==> src/rtl/mem_seq_pkg.sv <==
// Shared memory-access definitions: op encodings, request payload and auto-index decode.
package mem_seq_pkg;

  localparam int unsigned FIELD_W = 3;
  localparam int unsigned WADDR_W = 12;

  typedef enum logic [1:0] {
    OP_READ  = 2'd0,
    OP_WRITE = 2'd1,
    OP_ISZ   = 2'd2,
    OP_IND   = 2'd3
  } op_e;

  // Auto-index locations 0010-0017 share this value on addr[11:3]
  localparam logic [8:0] AUTO_IDX_WIN = 9'o001;

  typedef struct packed {
    op_e                op;
    logic [FIELD_W-1:0] field;
    logic [WADDR_W-1:0] addr;
  } mem_req_t;

  function automatic logic is_auto_idx(input logic [WADDR_W-1:0] a);
    return a[11:3] == AUTO_IDX_WIN;
  endfunction

endpackage

==> src/rtl/mem_seq.sv <==
// Memory-cycle sequencer: turns single CPU requests into read, write or
// read-modify-write cycles on a memory port with one-cycle registered read latency.
module mem_seq
  import mem_seq_pkg::*;
#(
  parameter int unsigned ADDR_W = 15,
  parameter int unsigned DATA_W = 12
) (
  input  logic               clk,
  input  logic               reset,
  input  logic               req,
  input  logic [1:0]         op,
  input  logic [FIELD_W-1:0] field,
  input  logic [WADDR_W-1:0] addr,
  input  logic [DATA_W-1:0]  wdata,
  output logic               ready,
  output logic               done,
  output logic [DATA_W-1:0]  rdata,
  output logic               skip,
  output logic [ADDR_W-1:0]  mem_addr,
  output logic [DATA_W-1:0]  mem_din,
  output logic               mem_we,
  input  logic [DATA_W-1:0]  mem_dout
);

  typedef enum logic [2:0] {
    ST_IDLE = 3'd0,
    ST_RD   = 3'd1,
    ST_CAP  = 3'd2,
    ST_WR   = 3'd3,
    ST_DONE = 3'd4
  } state_e;

  state_e              r_state;
  state_e              w_next;
  mem_req_t            r_req;
  logic [DATA_W-1:0]   r_wdata;
  logic [DATA_W-1:0]   r_rdata;
  logic                r_skip;
  logic [DATA_W-1:0]   w_inc;
  logic                w_wb;
  logic                w_accept;

  assign w_accept = (r_state == ST_IDLE) && req;
  assign w_inc    = mem_dout + DATA_W'(1);
  // Captured word is written back incremented for ISZ and auto-index IND
  assign w_wb     = (r_req.op == OP_ISZ) ||
                    ((r_req.op == OP_IND) && is_auto_idx(r_req.addr));

  always_ff @(posedge clk) begin
    if (reset) begin
      r_state <= ST_IDLE;
    end else begin
      r_state <= w_next;
    end
  end

  always_comb begin
    w_next = r_state;
    case (r_state)
      ST_IDLE: begin
        if (req) begin
          w_next = (op_e'(op) == OP_WRITE) ? ST_WR : ST_RD;
        end
      end
      ST_RD:   w_next = ST_CAP;
      ST_CAP:  w_next = w_wb ? ST_WR : ST_DONE;
      ST_WR:   w_next = ST_DONE;
      ST_DONE: w_next = ST_IDLE;
      default: w_next = ST_IDLE;
    endcase
  end

  always_ff @(posedge clk) begin
    if (reset) begin
      r_req   <= '0;
      r_wdata <= '0;
      r_rdata <= '0;
      r_skip  <= 1'b0;
    end else begin
      if (w_accept) begin
        r_req   <= mem_req_t'{op: op_e'(op), field: field, addr: addr};
        r_wdata <= wdata;
        r_skip  <= 1'b0;
      end
      if (r_state == ST_CAP) begin
        r_rdata <= w_wb ? w_inc : mem_dout;
        r_skip  <= (r_req.op == OP_ISZ) && (w_inc == '0);
      end
    end
  end

  assign ready    = (r_state == ST_IDLE);
  assign done     = (r_state == ST_DONE);
  assign rdata    = r_rdata;
  assign skip     = r_skip;
  assign mem_addr = ADDR_W'({r_req.field, r_req.addr});
  assign mem_din  = (r_req.op == OP_WRITE) ? r_wdata : r_rdata;
  // Gate with reset so no write escapes in a reset cycle
  assign mem_we   = (r_state == ST_WR) && !reset;

endmodule

==> config.mk <==
export PLATFORM = sky130hd
export DESIGN_NAME = mem_seq
export DESIGN_NICKNAME = d
export VERILOG_FILES = /design/src/rtl/mem_seq_pkg.sv /design/src/rtl/mem_seq.sv
export SDC_FILE = /design/constraint.sdc
export NUM_CORES = 1
export LEC_CHECK = 0
export ABC_AREA = 0
export BUFFER_PORTS_ARGS = -buffer_cell sky130_fd_sc_hd__buf_2
export CAP_MARGIN = 20
export CORE_ASPECT_RATIO = 2
export CORE_MARGIN = 2
export CORE_UTILIZATION = 43
export CTS_BUF_LIST = sky130_fd_sc_hd__clkbuf_8
export DETAILED_ROUTE_END_ITERATION = 8
export PLACE_DENSITY = 0.71
export SETUP_SLACK_MARGIN = 0.05
export SLEW_MARGIN = 25
export SYNTH_ARGS = -nofsm -noshare
export SYNTH_HDL_FRONTEND = slang
export SYNTH_SLANG_ARGS = --single-unit
export TNS_END_PERCENT = 50
==> constraint.sdc <==
create_clock -name clk -period 3.45 [get_ports clk]
set_clock_uncertainty 0.05 [all_clocks]
set_input_delay 0.1725 -clock clk [delete_from_list [all_inputs] [get_ports clk]]
set_output_delay 0.1725 -clock clk [all_outputs]
set_load 0.05 [all_outputs]
==> results of run 1 <==
-- sequential cells by signal, indices dropped and copies added, names as in the netlist --
register and flops:
skip 1, mem_addr 15, r_req 2, r_state 3, rdata 12, r_wdata 12
-- synthesized netlist by cell type (3+ instances only) --
cell / instances / area [sq um]
sky130_fd_sc_hd__nand4_1: 4 / 25.02
sky130_fd_sc_hd__a211oi_2: 7 / 87.58
sky130_fd_sc_hd__inv_1: 4 / 15.01
sky130_fd_sc_hd__nand3_1: 13 / 65.06
sky130_fd_sc_hd__nand2_1: 64 / 240.2
sky130_fd_sc_hd__xor2_1: 10 / 87.58
sky130_fd_sc_hd__xnor2_1: 4 / 35.03
sky130_fd_sc_hd__nor2_1: 20 / 75.07
sky130_fd_sc_hd__and3_1: 4 / 25.02
sky130_fd_sc_hd__a211oi_1: 3 / 22.52
sky130_fd_sc_hd__buf_4: 15 / 112.6
sky130_fd_sc_hd__mux2_2: 12 / 135.1
sky130_fd_sc_hd__clkbuf_1: 14 / 52.55
sky130_fd_sc_hd__dfxtp_1: 45 / 900.9
sky130_fd_sc_hd__a21oi_1: 30 / 150.1
-- through the flow --
stage | total power, mW | hold slack [ps]
2_1_floorplan | 0.8872 | 258.5
3_3_place_gp | 0.9538 | 362.3
3_5_place_dp | 0.9619 | 369.2
4_1_cts | 1.262 | 57.26
5_1_grt | 1.311 | 59.36
6_report | 1.248 | 67.91
-- final cells by class --
type | count | area (sq um) | area share, %
Multi-Input combinational cell | 203 | 1235 | 44.88
Clock buffer | 5 | 68.82 | 2.501
Timing Repair Buffer | 88 | 445.4 | 16.19
Tap cell | 60 | 75.07 | 2.729
Sequential cell | 45 | 900.9 | 32.74
Clock inverter | 3 | 11.26 | 0.4093
Inverter | 4 | 15.01 | 0.5457
-- metal layers --
layer  track usage, %  vias to the layer above  share of wire, %
met2            29.66                       79                48
met5                0                        -                 0
met4            5.272                        0              0.44
met3            4.067                        2               7.2
li1                 -                     1082                 -
met1            22.20                      959                45
-- logic make-up after synthesis --
| logic type | after synthesis | synth area share, % |
|---|---|---|
| AOI/OAI and AO/OA | 52 | 16.04 |
| and+or+nand+nor | 122 | 23.83 |
| DFF | 45 | 38.38 |
| buffers and inverters | 37 | 9.381 |
| muxes | 14 | 6.610 |
| xor gates and xnor gates | 14 | 5.224 |
| adders and majority gates | 1 | 0.5330 |
-- worst max-delay path, delay by kind of cell, from the launching register on --
kind	cells	cell delay, ps
compound gates	3	1220
simple gates	2	720
flops	1	330
-- power by group --
| part | total (mW) | switching, mW | internal, mW |
|---|---|---|---|
| combinational | 0.359 | 0.254 | 0.105 |
| sequential | 0.589 | 0.0320 | 0.557 |
| clock | 0.299 | 0.164 | 0.135 |
| total | 1.25 | 0.450 | 0.797 |
-- worst paths after layout --
path,slack (ps),endpoint,startpoint
setup / recovery,1030,r_state[1]$_SDFFE_PP0P_,mem_addr[7]$_SDFFE_PP0P_
hold / removal,70,r_wdata[10]$_SDFFE_PP0P_,wdata[10]
setup reg to reg,1030,r_state[1]$_SDFFE_PP0P_,mem_addr[7]$_SDFFE_PP0P_
hold reg to reg,410,r_wdata[11]$_SDFFE_PP0P_,r_wdata[11]$_SDFFE_PP0P_
==> impl_metrics.json, run 1 <==
{
  "non_filler_cells_final": 408,
  "cts.repair.resized": 0,
  "cts.hold.buffers_added": 0,
  "dp.final_hpwl_um": 3946,
  "overflow": 0,
  "cp.arrival_ps": 2550,
  "track_usage_pct": 17.60,
  "synth-seq-cells": 45,
  "number_of_primary_i_o_pins": 87,
  "seq_area_frac_synth_pct": 38.38,
  "place_worst_setup_slack_ps": 1049,
  "grt_setup_unrepaired": "false",
  "startpoint_kind_of_the_worst_setup_timing_path": "register",
  "hold_viol": 0,
  "floorplan.die.height_um": 108.5,
  "synth-main-ff-cell": "sky130_fd_sc_hd__dfxtp_1",
  "synth.yosys.warnings": 0,
  "r2r_cells": 5,
  "clockBufferDepth": 2,
  "post-route-worst-setup-slack_ps": 1033,
  "syn_area_per_cell_sq_um": 8.236,
  "postLayoutCoreUtil_pct": 51.67,
  "achievable-frequency_mhz": 413.8,
  "drc": 0,
  "grt_max_degree": 31,
  "min_period_ps": 2417,
  "cts.htree.levels": 2,
  "number_of_global_route_vias_before_repair": 1898,
  "power.static_leakage_nw": 1.228,
  "proportion_of_layout_cells_with_a_drive_suffix_above_1_pct": 34.48,
  "drt_pass1_iterations": 4,
  "final-setup-viol-count": 0,
  "instance_count_of_the_mapped_netlist": 285,
  "coreArea_sq_mm": 0.005325,
  "cpMaxStageDelayCell": "sky130_fd_sc_hd__o41ai_4",
  "drtIter0Drc": 65,
  "finalInstanceArea_sq_mm": 0.002751,
  "critical_path.max_fanout": 12,
  "worst_pin_slew_ps": 696.2,
  "route.vias.total": 2122,
  "dieWidth_um": 56.25,
  "worst_setup_hold_path_clk_slew_ps": 80,
  "status": "complete, no violations",
  "tritoncts_clock_tree": "built",
  "placed_area_sq_mm": 0.002668,
  "worstSkewPairLatency_ps": 290,
  "async_reset_ff_share_pct": 0,
  "fin_setup_tns_ps": 0,
  "placement_rows": 38,
  "path_class": "register to register",
  "cts_made_buffers": 5,
  "netlist_area_sq_mm": 0.002347,
  "initial_cell_density_of_the_core_pct": 44.08,
  "synthToLayoutAreaGrowth_pct": 17.22,
  "worstPathRequired_ps": 3580,
  "nets": 392,
  "finalWirelength_um": 5429,
  "max_slew_vio_count": 0,
  "power.ir.vdd_worst_uv": 345.0,
  "number_of_nets_with_antenna_violations_after_routing": 0,
  "synth_fp_nets": 330,
  "timing.max_slew.rel_slack_pct": 53.43,
  "gp_congestion": 0.7476,
  "min_delay_path_depth": 3,
  "port_buffers": 86,
  "n_antenna_cell": 0,
  "max_cap_violations": 0,
  "crit_path_end_kind": "register",
  "layout_commonest_cell": "sky130_fd_sc_hd__buf_2",
  "first_pass_grt_wire_length_um": 8666,
  "route.detailed.wl_per_inst_um": 13.31,
  "critical_path_s_largest_stage_delay_ps": 660,
  "antenna_found_initial": 0,
  "fill_cells": 548,
  "crit_path_cell_trace": "or4_4 > o41ai_4 > nand2_2 > o22a_1 > a2111oi_2",
  "power-per-cell-area_mw_per_mm2": 453.4,
  "number_of_flops_mapped_to_enable_cells_by_yosys": 0,
  "postCtsSetupBuffers": 0,
  "cts.root.buffer_cell": "sky130_fd_sc_hd__clkbuf_8",
  "numPlacedInstances": 400,
  "dieArea_sq_mm": 0.006102,
  "clock_sinks": 45,
  "ys_types": 43,
  "final_cycle_utilization_of_the_critical_path_pct": 70.04,
  "hp-class": "input port to register",
  "via_per_inst": 5.201,
  "layout.cells.most_common_list": "86 x sky130_fd_sc_hd__buf_2, 63 x sky130_fd_sc_hd__nand2_1, 45 x sky130_fd_sc_hd__dfxtp_1"
}
(Power assumes the default switching activity.)
==> run 2: changes to the inputs <==
==> constraint.sdc (replaced) <==
create_clock -name clk -period 2.26 [get_ports clk]
set_clock_uncertainty 0.05 [all_clocks]
set_input_delay 0.113 -clock clk [delete_from_list [all_inputs] [get_ports clk]]
set_output_delay 0.113 -clock clk [all_outputs]
set_load 0.05 [all_outputs]
==> run 2 against run 1 <==
Cell count increased by 5.9%. Cell area rose by 8.7%. Worst hold slack got worse by 67 ps. Register-to-register slack got worse by 810 ps. Clock power is 63% higher. Via count grew 5.7%. Largest cell class unchanged.
==> impl_metrics.json, run 2 (same netlist as run 1, synthesis figures left out) <==
{
  "postCtsSetupBuffers": 0,
  "crit_path_end_kind": "register",
  "proportion_of_layout_cells_with_a_drive_suffix_above_1_pct": 33.33,
  "max_cap_violations": 0,
  "worstPathRequired_ps": 2420,
  "synthToLayoutAreaGrowth_pct": 27.40,
  "finalWirelength_um": 5932,
  "power-per-cell-area_mw_per_mm2": 661.2,
  "min_delay_path_depth": 3,
  "timing.max_slew.rel_slack_pct": 61.75,
  "drc": 0,
  "worst_setup_path_startpoint": "mem_addr[7]$_SDFFE_PP0P_",
  "status": "complete, no violations",
  "design_power_total_mw": 1.977,
  "worst_setup_hold_path_clk_slew_ps": 90,
  "power.share.switching_pct": 36.64,
  "r2r_cells": 5,
  "clock_sinks": 45,
  "p_seq_share_pct": 45.3,
  "cts_made_buffers": 5,
  "worstHoldStart": "addr[9]",
  "route.detailed.wl_per_inst_um": 13.73,
  "first_pass_grt_wire_length_um": 9929,
  "fin_setup_tns_ps": 0,
  "nets": 416,
  "r2r_end": "r_state[1]$_SDFFE_PP0P_",
  "cp.arrival_ps": 2200,
  "achievable-frequency_mhz": 490.8,
  "initial_cell_density_of_the_core_pct": 44.08,
  "antenna_found_initial": 0,
  "coreArea_sq_mm": 0.005325,
  "route.vias.total": 2243,
  "largest_reg_flops": 15,
  "clockBufferDepth": 2,
  "overflow": 0,
  "dieArea_sq_mm": 0.006102,
  "drt_pass1_iterations": 4,
  "startpoint_kind_of_the_worst_setup_timing_path": "register",
  "gp_congestion": 0.8038,
  "final_cycle_utilization_of_the_critical_path_pct": 90.16,
  "layout.cells.most_common_list": "86 x sky130_fd_sc_hd__buf_2, 64 x sky130_fd_sc_hd__nand2_1, 45 x sky130_fd_sc_hd__dfxtp_1",
  "postLayoutCoreUtil_pct": 56.16,
  "via_per_inst": 5.192,
  "cts.htree.levels": 2,
  "power.static_leakage_nw": 1.331,
  "r2r_setup_slack_ps": 220,
  "path_class": "register to register",
  "timing.hold.ws_ps": 1.046,
  "track_usage_pct": 20.31,
  "p_sw_mw": 0.7244,
  "worst_pin_slew_ps": 573.7,
  "layout_commonest_cell": "sky130_fd_sc_hd__buf_2",
  "power.ir.vdd_worst_uv": 685.2,
  "dp.final_hpwl_um": 4029,
  "regToRegStartpoint": "mem_addr[7]$_SDFFE_PP0P_",
  "power.clock.fraction_pct": 24.6,
  "final-setup-viol-count": 0,
  "hold_viol": 0,
  "hp-class": "input port to register",
  "critical_path.max_fanout": 4,
  "cts.root.buffer_cell": "sky130_fd_sc_hd__clkbuf_8",
  "power.internal_mw": 1.253,
  "placement_rows": 38,
  "number_of_primary_i_o_pins": 87,
  "pwr-share-comb_pct": 30.1,
  "number_of_nets_with_antenna_violations_after_routing": 0,
  "tritoncts_clock_tree": "built",
  "grt_setup_unrepaired": "false",
  "max_slew_vio_count": 0,
  "floorplan.die.height_um": 108.5,
  "drtIter0Drc": 40,
  "n_antenna_cell": 0,
  "worstSkewPairLatency_ps": 310,
  "min_period_ps": 2038,
  "min_to": "mem_addr[9]$_SDFFE_PP0P_",
  "dieWidth_um": 56.25,
  "port_buffers": 86,
  "grt_max_degree": 30,
  "number_of_global_route_vias_before_repair": 2187
}
[run 2: power by group through the flow]
| stage | Sequential [mW] | Combinational (mW) | Clock (mW) |
|---|---|---|---|
| 6_report | 0.897 | 0.595 | 0.486 |
| 5_1_grt | 0.904 | 0.643 | 0.535 |
| 4_1_cts | 0.897 | 0.593 | 0.504 |
| 3_5_place_dp | 0.915 | 0.566 | 0 |
| 3_3_place_gp | 0.912 | 0.557 | 0 |
| 2_1_floorplan | 0.958 | 0.399 | 0 |
[run 2: metal layers]
metal | global-route usage (%) | routed length [um] | up-vias | share of wire, %
li1 | - | - | 1125 | -
met1 | 24.07 | 2452 | 1027 | 41
met2 | 34.96 | 2984 | 82 | 50
met3 | 4.785 | 387 | 9 | 6.5
met4 | 7.993 | 108 | 0 | 1.8
met5 | 0 | 0 | - | 0
[run 2: area by class of cell]
cell class / count / area [sq um]
fill: 519 / 2335
multi-input combinational: 203 / 1237
sequential: 45 / 900.9
timing repair buffer: 112 / 679.4
tap: 60 / 75.07
clock buffer: 5 / 68.82
inverter: 4 / 15.01
clock inverter: 3 / 13.76
[run 2: worst max-delay path by stage]
stage	end	slack (ps)	depth (start not counted)
finish	r_state[1]$_SDFFE_PP0P_	220	5
global route	rdata[3]$_SDFFE_PP0P_	130	6
CTS	rdata[3]$_SDFFE_PP0P_	110	6
detailed placement	rdata[3]$_SDFFE_PP0P_	120	6
global placement	rdata[3]$_SDFFE_PP0P_	170	6
floorplan	mem_addr[10]$_SDFFE_PP0P_	270	6
[run 2: worst max-delay path, stage by stage, from the launching register on]
cell and delay [ps]:
sky130_fd_sc_hd__dfxtp_1 320, sky130_fd_sc_hd__or4_4 550, sky130_fd_sc_hd__o41ai_4 310, sky130_fd_sc_hd__nand2_2 140, sky130_fd_sc_hd__o22a_1 230, sky130_fd_sc_hd__a2111oi_2 340
[run 2: metrics by stage]
step / worst slack (ps) / instance area (sq um) / cells
after detailed placement: 117.0 / 2704 / 404
final: 222.4 / 2990 / 432
after global routing: 126.0 / 2990 / 432
after global placement: 166.7 / 2704 / 404
after floorplan: 269.4 / 2354 / 285
after CTS: 114.7 / 2987 / 432
[run 2: timing repair]
| item | in CTS | in global routing |
|---|---|---|
| endpoints found under the setup margin | 0 | 2 |
| gates resized for setup | 0 | 1 |
| hold buffers | 20 | 0 |
| hold endpoints to repair | 20 | 0 |
